[src/rtl/pipe_pkg.sv]
// ============================================================================
// Module : pipe_pkg
// Brief  : Shared state encoding and default widths for pipeline stage regs.
// Rev    : 1.0  initial release
// ============================================================================
`default_nettype none

package pipe_pkg;

    localparam int C_DATA_W_DEFAULT = 64;
    localparam int C_CNT_W_DEFAULT  = 8;

    typedef enum logic [1:0] {
        EMPTY = 2'd0,
        ONE   = 2'd1,
        FULL  = 2'd2
    } state_e;

endpackage

`default_nettype wire

[src/rtl/pipe_stage_reg.sv]
// ============================================================================
// Module : pipe_stage_reg
// Brief  : Valid/ready pipeline register with one skid entry, stall, flush
//          and a saturating count of entries discarded by flush.
// Rev    : 1.0  initial release
// ============================================================================
`default_nettype none

module pipe_stage_reg
    import pipe_pkg::*;
#(
    parameter int                DATA_W      = C_DATA_W_DEFAULT,
    parameter logic [DATA_W-1:0] RESET_DATA  = '0,
    parameter logic [DATA_W-1:0] BUBBLE_DATA = '0,
    parameter int                CNT_W       = C_CNT_W_DEFAULT
) (
    input  logic              clk_i,
    input  logic              rst_n_i,
    input  logic              start_i,
    input  logic              in_valid_i,
    output logic              in_ready_o,
    input  logic [DATA_W-1:0] in_data_i,
    output logic              out_valid_o,
    input  logic              out_ready_i,
    output logic [DATA_W-1:0] out_data_o,
    input  logic              stall_i,
    input  logic              flush_i,
    output logic [CNT_W-1:0]  drop_cnt_o
);

    localparam logic [CNT_W+1:0] C_CNT_MAX = {2'b00, {CNT_W{1'b1}}};

    state_e              state_q,    state_d;
    logic [DATA_W-1:0]   main_q,     main_d;
    logic [DATA_W-1:0]   skid_q,     skid_d;
    logic [CNT_W-1:0]    drop_cnt_q, drop_cnt_d;

    logic                w_accept;
    logic                w_emit;
    logic                w_flush;
    logic [1:0]          w_held;
    logic [CNT_W+1:0]    w_cnt_sum;

    // in_ready depends only on local state so no ready path crosses the stage
    assign in_ready_o  = start_i & ~stall_i & (state_q != FULL);
    assign out_valid_o = (state_q != EMPTY);
    assign out_data_o  = main_q;
    assign drop_cnt_o  = drop_cnt_q;

    assign w_flush  = start_i & flush_i;
    assign w_accept = in_valid_i & in_ready_o & ~flush_i;
    assign w_emit   = out_valid_o & out_ready_i & start_i & ~stall_i & ~flush_i;

    always_comb begin
        w_held = 2'd0;
        case (state_q)
            ONE:     w_held = 2'd1;
            FULL:    w_held = 2'd2;
            default: w_held = 2'd0;
        endcase
    end

    assign w_cnt_sum = {2'b00, drop_cnt_q}
                     + {{CNT_W{1'b0}}, w_held}
                     + {{(CNT_W+1){1'b0}}, in_valid_i};

    always_comb begin
        state_d    = state_q;
        main_d     = main_q;
        skid_d     = skid_q;
        drop_cnt_d = drop_cnt_q;

        if (w_flush) begin
            state_d    = EMPTY;
            main_d     = BUBBLE_DATA;
            drop_cnt_d = (w_cnt_sum > C_CNT_MAX) ? C_CNT_MAX[CNT_W-1:0]
                                                 : w_cnt_sum[CNT_W-1:0];
        end else begin
            case (state_q)
                EMPTY: begin
                    if (w_accept) begin
                        state_d = ONE;
                        main_d  = in_data_i;
                    end
                end
                ONE: begin
                    if (w_accept && w_emit) begin
                        main_d  = in_data_i;
                    end else if (w_emit) begin
                        state_d = EMPTY;
                        main_d  = BUBBLE_DATA;
                    end else if (w_accept) begin
                        state_d = FULL;
                        skid_d  = in_data_i;
                    end
                end
                FULL: begin
                    if (w_emit) begin
                        state_d = ONE;
                        main_d  = skid_q;
                    end
                end
                default: begin
                    state_d = EMPTY;
                    main_d  = BUBBLE_DATA;
                end
            endcase
        end
    end

    always_ff @(posedge clk_i) begin
        if (!rst_n_i) begin
            state_q    <= EMPTY;
            main_q     <= RESET_DATA;
            skid_q     <= RESET_DATA;
            drop_cnt_q <= '0;
        end else begin
            state_q    <= state_d;
            main_q     <= main_d;
            skid_q     <= skid_d;
            drop_cnt_q <= drop_cnt_d;
        end
    end

endmodule

`default_nettype wire

[config.mk]
export PLATFORM = sky130hd
export DESIGN_NAME = pipe_stage_reg
export DESIGN_NICKNAME = d
export VERILOG_FILES = /design/src/rtl/pipe_pkg.sv /design/src/rtl/pipe_stage_reg.sv
export SDC_FILE = /design/constraint.sdc
export NUM_CORES = 1
export LEC_CHECK = 0
export BUFFER_PORTS_ARGS = -buffer_cell sky130_fd_sc_hd__buf_2
export CORE_MARGIN = 2
export CORE_UTILIZATION = 25
export CTS_CLUSTER_SIZE = 12
export DETAILED_ROUTE_END_ITERATION = 6
export SYNTH_ARGS = -nofsm -noshare
export SYNTH_HDL_FRONTEND = slang
export SYNTH_SLANG_ARGS = --single-unit
export TNS_END_PERCENT = 1
[constraint.sdc]
create_clock -name clk_i -period 2.5 [get_ports clk_i]
set_clock_uncertainty 0.05 [all_clocks]
set_input_delay 0.125 -clock clk_i [delete_from_list [all_inputs] [get_ports clk_i]]
set_output_delay 0.125 -clock clk_i [all_outputs]
set_load 0.02 [all_outputs]
==> results of run 1 <==
-- per-stage QoR --
stage	instance area, um2	worst slack, ns	utilization [%]	instances
2_1_floorplan	6540	0.0661	-	646
3_3_place_gp	7510	0.0850	29.1	1085
3_5_place_dp	7510	0.0232	29.1	1085
4_1_cts	8660	0.00547	33.5	1180
5_1_grt	8710	0.0405	33.7	1181
6_report	8720	0.207	33.7	1182
-- power by group through the flow --
stage / sequential, mW / clock (mW) / combinational [mW]
floorplan: 2.30 / 0 / 0.173
global placement: 2.28 / 0 / 0.351
detailed placement: 2.28 / 0 / 0.354
CTS: 2.23 / 2.34 / 0.433
global route: 2.23 / 2.43 / 0.480
finish: 2.23 / 2.26 / 0.437
-- layout make-up --
cell class,count,area (um2)
Inverter,6,22.5
Timing Repair Buffer,225,1520
Fill cell,2665,17100
Tap cell,335,419
Antenna cell,1,2.50
Sequential cell,138,2770
Clock inverter,7,46.3
Clock buffer,24,462
Multi-Input combinational cell,446,3470
-- per-layer routing --
metal	track usage, %	vias up	share of wire, %
li1	-	2730	-
met1	16.8	2562	48
met2	21.4	108	47
met3	3.25	15	4.2
met4	4.08	0	1.1
met5	0	-	0
-- worst max-delay path, cell delays in order, from the launching register on --
cell and delay (ns):
dfxtp_4 0.37, buf_4 0.35, nand2b_1 0.32, a21o_1 0.23
a211oi_4 0.20, buf_4 0.45, a22o_1 0.21
-- timing repair --
action / in CTS / in global routing
gates resized for setup: 0 / 8
endpoints found under the setup margin: 0 / 7
endpoints found under the hold margin: 98 / 0
hold buffers: 64 / 0
-- state kept, by name, indices dropped and copies added (netlist names) --
| signal | cells |
|---|---|
| state_q | 2 |
| out_data_o | 64 |
| drop_cnt_o | 8 |
| skid_q | 64 |
-- layout by cell type, fill, tap and decap left out, types with 6 or more instances in the layout --
cell type and n:
nand2_1 126, o2bb2ai_1 64, a21boi_2 60, a22o_1 64
dlygate4sd3_1 64, buf_2 144, mux2i_1 64, clkbuf_1 6
a21boi_0 9, nand2_2 10, clkbuf_16 17, dfxtp_1 136
buf_4 15, a21oi_1 6, inv_1 6
-- final timing paths --
kind	start	slack, ns	to
hold / removal	in_valid_i	0.12	state_q[0]
setup / recovery	state_q[1]	0.21	out_data_o[45]
setup reg to reg	state_q[1]	0.21	out_data_o[45]
hold reg to reg	skid_q[17]	0.41	skid_q[17]
-- cells by family after synthesis --
group,count (synthesis)
xor gates and xnor gates,4
and+or+nand+nor,158
adders and majority gates,3
AOI/OAI and AO/OA,217
DFF,138
buffers and inverters,62
muxes,64
==> impl_metrics.yaml, run 1 <==
critical_path:
  required_ns: 2.80
  cp-start-kind: "flop"
  r2r_cells: 6
  criticalPathCategory: "reg2reg"
  arrival_ns: 2.59
  crit_fanout: 39
  crit_path_end_kind: "flop"
synthesis:
  synth_nets: 720
  synth_edf_count: 0
  synth.distinct_cells: 42
  avgSynthCellArea_um2: 10.1
  ys_top_cells_by_count: "dfxtp_1 (138), nand2_1 (127), a22o_1 (64), mux2i_1 (64), o2bb2ai_1 (64)"
  synth.area.top_cells: "dfxtp_1 (42%), a21boi_2 (10%), mux2i_1 (9.8%)"
  synth_most_common_cell: "dfxtp_1"
  synth_top_family_by_area: "compound AO/OA/AOI/OAI gates"
  synth-simple-area-share_pct: 10.5
  synthXorXnorAreaFrac_pct: 0.536
  synth_seq_area_share_pct: 42.3
  synthCells: 646
  ys_seq_elements: 138
  synth_compound_area_share_pct: 30.8
  synthArstFlopShare_pct: 0
  synth.largest_area_cell: "dfxtp_1"
  syn-cell-area_um2: 6540
  yosysTopAreaCellShare_pct: 42.3
  yosysWarnings: 0
  synth-adder-area-share_pct: 0.804
  synth_mux_area_share_pct: 9.80
  synth_ff_type: "dfxtp_1"
global_routing:
  grt_pass1_wl_um: 28900
  antenna_found_initial: 1
  grt_pass1_vias: 5475
  grt_max_degree: 73
  grt_util_all_layers_pct: 13.0
  overflow: 0
floorplanning:
  core_um2: 25800
  start_util_pct: 25.3
  core.rowCount: 59
  die_w_um: 166
  ioPinCount: 145
  die-area_um2: 27500
  die_h_um: 166
power:
  max-vdd-ir-drop_mv: 0.354
  power.density_nw_per_um2: 564
  p_sw_share_pct: 24.3
  switchingPower_mw: 1.20
  leakage_nw: 3.17
  p_comb_share_pct: 8.9
  pwr-share-seq_pct: 45.3
  total_power_mw: 4.92
  p_int_mw: 3.72
  p_clk_share_pct: 45.9
route:
  wl_per_cell_um: 15.0
  viasPerCell: 4.58
  drc: 0
  dr.pass1.iters: 4
  via_count: 5415
  ant_nets: 0
  finalWirelength_um: 17700
  drt_iter0_markers: 254
outcome:
  status: "complete, no violations"
timing:
  worstMarginPinSlew_ns: 0.821
  grt_setup_unrepaired: "false"
  layout_min_cycle_time_ns: 2.29
  holdWs_ns: 0.121
  timing.slew.headroom_pct: 45.3
  finalSetupViolCount: 0
  slew_violations: 0
  period_share_pct: 91.7
  fmax_mhz: 436
  hold_viol: 0
  final.setup.tns_ns: 0
layout:
  drive_gt1_share_pct: 32.2
  nets: 908
  area_growth_pct: 33.3
cts:
  clock-root-buffer: "clkbuf_16"
  clk_pin_slew_ns: 0.06
  postCtsSetupRepairBufs: 0
  clock-sinks: 138
  cts_tree: "done"
  cts_buffers: 17
  cts_max_path_buffers: 2
  clk_latency_ns: 0.42
  htreeDepth: 4
hold_path:
  min_path_cells: 4
  holdCritPathClass: "in2reg"
run:
  drv_cap: 0
place:
  port_buffers: 144
  gp_congestion: 0.733
  dp_hpwl_um: 10700
No activity file was read; power rests on OpenSTA's default activity.
==> run 2: changes to the inputs <==
--- a/config.mk
+++ b/config.mk
@@ -7,9 +7,10 @@
 export LEC_CHECK = 0
 export BUFFER_PORTS_ARGS = -buffer_cell sky130_fd_sc_hd__buf_2
 export CORE_MARGIN = 2
-export CORE_UTILIZATION = 25
+export CORE_UTILIZATION = 49
 export CTS_CLUSTER_SIZE = 12
 export DETAILED_ROUTE_END_ITERATION = 6
+export PLACE_DENSITY = 0.76
 export SYNTH_ARGS = -nofsm -noshare
 export SYNTH_HDL_FRONTEND = slang
 export SYNTH_SLANG_ARGS = --single-unit
==> impl_metrics.yaml, run 2 (synthesis results as in run 1) <==
layout:
  final_common_cell: "buf_2"
  area_growth_pct: 30.7
  utilization_pct: 65.1
  drive_gt1_share_pct: 31.5
  nets: 903
  final_cell_mix: "buf_2 (144), dfxtp_1 (136), nand2_1 (127)"
power:
  max-vdd-ir-drop_mv: 0.420
  power.density_nw_per_um2: 607
  leakage_nw: 3.18
route:
  drc: 0
  via_count: 5655
  wl_per_cell_um: 16.1
  viasPerCell: 5.55
  dr.pass1.iters: 4
  ant_nets: 0
  drt_iter0_markers: 329
  finalWirelength_um: 16400
critical_path:
  reg2reg_to: "drop_cnt_o[2]"
  required_ns: 2.80
  cp-start-kind: "flop"
  crit_fanout: 6
  arrival_ns: 2.61
  crit_path_end_kind: "flop"
  r2r-start: "state_q[0]"
  criticalPathCategory: "reg2reg"
  r2r_cells: 8
  reg2reg_slack_ns: 0.20
hold_path:
  holdCritPathClass: "in2reg"
  hp-start: "rst_n_i"
  min_to: "state_q[0]"
  min_path_cells: 3
floorplanning:
  ioPinCount: 145
  start_util_pct: 49.8
  core.rowCount: 42
  die_h_um: 120
  die-area_um2: 14300
  die_w_um: 120
  core_um2: 13100
global_routing:
  grt_util_all_layers_pct: 23.5
  antenna_found_initial: 1
  grt_pass1_vias: 5615
  grt_max_degree: 73
  grt_pass1_wl_um: 26800
  overflow: 0
timing:
  hold_viol: 0
  period_share_pct: 92.1
  worstMarginPinSlew_ns: 1.15
  timing.slew.headroom_pct: 23.3
  slew_violations: 0
  fmax_mhz: 434
  final.setup.tns_ns: 0
  finalSetupViolCount: 0
  layout_min_cycle_time_ns: 2.30
  grt_setup_unrepaired: "false"
outcome:
  status: "complete, no violations"
place:
  gp_congestion: 0.841
  port_buffers: 144
  dp_hpwl_um: 9680
cts:
  clk_pin_slew_ns: 0.06
  clock-sinks: 138
  cts_tree: "done"
  clock-root-buffer: "clkbuf_16"
  cts_buffers: 17
  cts_max_path_buffers: 2
  clk_latency_ns: 0.43
  htreeDepth: 4
run:
  drv_cap: 0
[run 2: cell types whose count changed in the layout (fill, tap and decap cells not counted), moves of 2 or more]
cell and change:
clkinvlp_4 -2, buf_12 +2, buf_4 -6, bufinv_16 +3
[run 2: per-stage QoR]
| step | setup slack [ns] | total power, mW | instances | hold slack (ns) | cell area, um2 |
|---|---|---|---|---|---|
| finish | 0.197 | 5.19 | 1019 | 0.0769 | 8550 |
| global route | 0.0318 | 5.35 | 1019 | 0.122 | 8550 |
| CTS | 0.00290 | 5.22 | 1017 | 0.0637 | 8530 |
| detailed placement | 0.0263 | 2.62 | 921 | 0.341 | 7300 |
| global placement | 0.177 | 2.61 | 921 | 0.337 | 7300 |
| floorplan | 0.0661 | 2.47 | 646 | 0.202 | 6540 |
[run 2: worst max-delay path by stage]
stage / start / end / slack (ns) / cells after the start
floorplan: state_q[1] / drop_cnt_o[1] / 0.07 / 10
global placement: state_q[0] / drop_cnt_o[0] / 0.18 / 8
detailed placement: state_q[0] / drop_cnt_o[1] / 0.03 / 8
CTS: state_q[0] / drop_cnt_o[1] / 0.003 / 8
global route: state_q[0] / drop_cnt_o[0] / 0.03 / 8
finish: state_q[0] / drop_cnt_o[2] / 0.20 / 8
[run 2: timing repair]
action / 4_1_cts / 5_1_grt
resized for setup: 0 / 4
hold buffers: 64 / 0
endpoints found under the setup margin: 0 / 7
endpoints found under the hold margin: 86 / 0
buffers inserted: 0 / 1
[run 2: where the power goes]
| group | internal [mW] | switching (mW) |
|---|---|---|
| clock network | 1.61 | 0.917 |
| registers | 2.22 | 0.0109 |
| logic | 0.214 | 0.215 |
[run 2: cell type report]
| cell class | count | area, um2 |
|---|---|---|
| multi-input cells | 446 | 3460 |
| repair buffers | 220 | 1490 |
| inverters | 6 | 22.5 |
| flip-flops and latches | 138 | 2770 |
| clock buffers | 24 | 472 |
| diodes | 1 | 2.50 |
| well taps | 176 | 220 |
| fillers | 1079 | 4590 |
| clock inverters | 8 | 118 |
[run 2: layer usage]
layer / track usage, % / up-vias / wire (um) / share of wire (%)
met3: 6.23 / 38 / 740 / 4.5
met4: 9.34 / 0 / 371 / 2.3
met1: 27.5 / 2725 / 7140 / 44
li1: - / 2718 / - / -
met5: 0 / - / 0 / 0
met2: 40.8 / 174 / 8120 / 50
[run 2: critical path, cell delays in order, from the launching register on]
cell and delay, ns:
dfxtp_2 0.38, nor2b_4 0.17, inv_1 0.10, fa_2 0.37
fa_1 0.36, nand3b_1 0.24, nor3_1 0.22, nand2_1 0.16
a21boi_0 0.17
==> run 3: changes to the inputs <==
==> constraint.sdc (replaced) <==
create_clock -name clk_i -period 2.5 [get_ports clk_i]
set_clock_uncertainty 0.05 [all_clocks]
set_input_delay 0 -clock clk_i [delete_from_list [all_inputs] [get_ports clk_i]]
set_output_delay 0 -clock clk_i [all_outputs]
set_load 0.02 [all_outputs]
==> impl_metrics.yaml, run 3 (synthesis results as in run 1) <==
floorplanning:
  start_util_pct: 49.8
  core_um2: 13100
  die_h_um: 120
  core.rowCount: 42
  die_w_um: 120
  ioPinCount: 145
  die-area_um2: 14300
layout:
  diodes: 0
  area_growth_pct: 32.4
  stdcell_count: 1021
  final_cell_mix: "buf_2 (144), dfxtp_1 (136), nand2_1 (127), dlygate4sd3_1 (67)"
  ff_latch_area_um2: 2770
  fillers: 1027
  nets: 906
  final_common_cell: "buf_2"
  utilization_pct: 65.9
  drive_gt1_share_pct: 31.7
  multi_input_area_um2: 3460
timing:
  hold_viol: 0
  period_share_pct: 95.1
  worstMarginPinSlew_ns: 1.15
  grt_setup_unrepaired: "false"
  fmax_mhz: 421
  fin_ws_ns: 0.122
  finalSetupViolCount: 0
  layout_min_cycle_time_ns: 2.38
  final.setup.tns_ns: 0
  slew_violations: 0
  timing.slew.headroom_pct: 23.7
hold_path:
  min_path_cells: 4
  holdCritPathClass: "in2reg"
  hp-start: "start_i"
  min_to: "drop_cnt_o[3]"
cts:
  cts_max_path_buffers: 2
  clock-sinks: 138
  cts_tree: "done"
  clk_latency_ns: 0.42
  clk_pin_slew_ns: 0.06
  htreeDepth: 4
  clock-root-buffer: "clkbuf_16"
  postCtsSetupRepairBufs: 0
  cts_buffers: 17
place:
  port_buffers: 144
  dp.cells: 921
  dp_hpwl_um: 9840
  gp_congestion: 0.813
  pre_cts_ws_ns: 0.0674
power:
  leakage_nw: 3.23
  power.density_nw_per_um2: 650
  max-vdd-ir-drop_mv: 0.423
critical_path:
  crit_path_end_kind: "flop"
  required_ns: 2.76
  cp-start-kind: "flop"
  reg2reg_slack_ns: 0.12
  r2r-start: "state_q[0]"
  arrival_ns: 2.64
  startpoint: "state_q[0]"
  r2r_cells: 6
  reg2reg_to: "out_data_o[13]"
  criticalPathCategory: "reg2reg"
  crit_fanout: 43
run:
  drv_cap: 0
route:
  wl_per_cell_um: 16.2
  drc: 0
  via_count: 5656
  viasPerCell: 5.54
  drt_iter0_markers: 384
  finalWirelength_um: 16600
  ant_nets: 0
  dr.pass1.iters: 5
global_routing:
  grt_util_all_layers_pct: 23.1
  grt_max_degree: 73
  grt_pass1_wl_um: 26500
  antenna_found_initial: 0
  grt_pass1_vias: 5546
  overflow: 0
outcome:
  status: "complete, no violations"
[run 3: changes by cell type in the layout (fill, tap and decap cells not counted), moves of 2 or more]
cell	before	now
clkbuf_1	5	1
buf_12	3	1
clkinvlp_4	1	3
bufinv_16	3	7
dlygate4sd3_1	64	67
clkinv_2	4	2
[run 3: worst max-delay path by stage]
stage               cells after the start  slack (ns)        endpoint
floorplan                              10        0.07   drop_cnt_o[1]
global placement                        7        0.21   drop_cnt_o[6]
detailed placement                      8        0.07   drop_cnt_o[1]
CTS                                     8        0.05   drop_cnt_o[1]
global route                            8        0.01   drop_cnt_o[1]
finish                                  6        0.12  out_data_o[13]
[run 3: critical path, stage by stage (launching register included)]
cell and delay [ns]:
dfxtp_2 0.33, buf_4 0.21, or3b_2 0.51, a21oi_1 0.41
a211oi_4 0.18, buf_12 0.25, a22o_1 0.26
[run 3: metrics by stage]
step	area [um2]	total power, mW	hold slack (ns)
after floorplan	6540	2.47	0.0328
after global placement	7270	2.61	0.213
after detailed placement	7270	2.62	0.220
after CTS	8640	5.66	0.0155
after global routing	8660	5.79	0.0435
final	8660	5.63	0.0335
[run 3: repair_timing]
action,CTS,global route
gates resized for setup,0,1
hold buffers,67,0
hold endpoints to repair,131,0
setup endpoints to repair,0,49
[run 3: final cells by class]
cell class | instances | share of cell area, %
multi-input cells | 447 | 40.0
repair buffers | 222 | 17.2
flip-flops and latches | 138 | 32.0
well taps | 176 | 2.54
clock inverters | 12 | 2.80
clock buffers | 20 | 5.28
inverters | 6 | 0.260
[run 3: routing by layer]
metal  wire, um  GRT usage (%)
met4        362           10.1
met2       8290           40.1
met1       7150           27.1
met5          0              0
met3        752           5.42
[run 3: power by group]
part / total, mW / switching [mW] / internal, mW
Clock: 2.96 / 0.945 / 2.02
Sequential: 2.23 / 0.0109 / 2.22
Combinational: 0.434 / 0.219 / 0.215
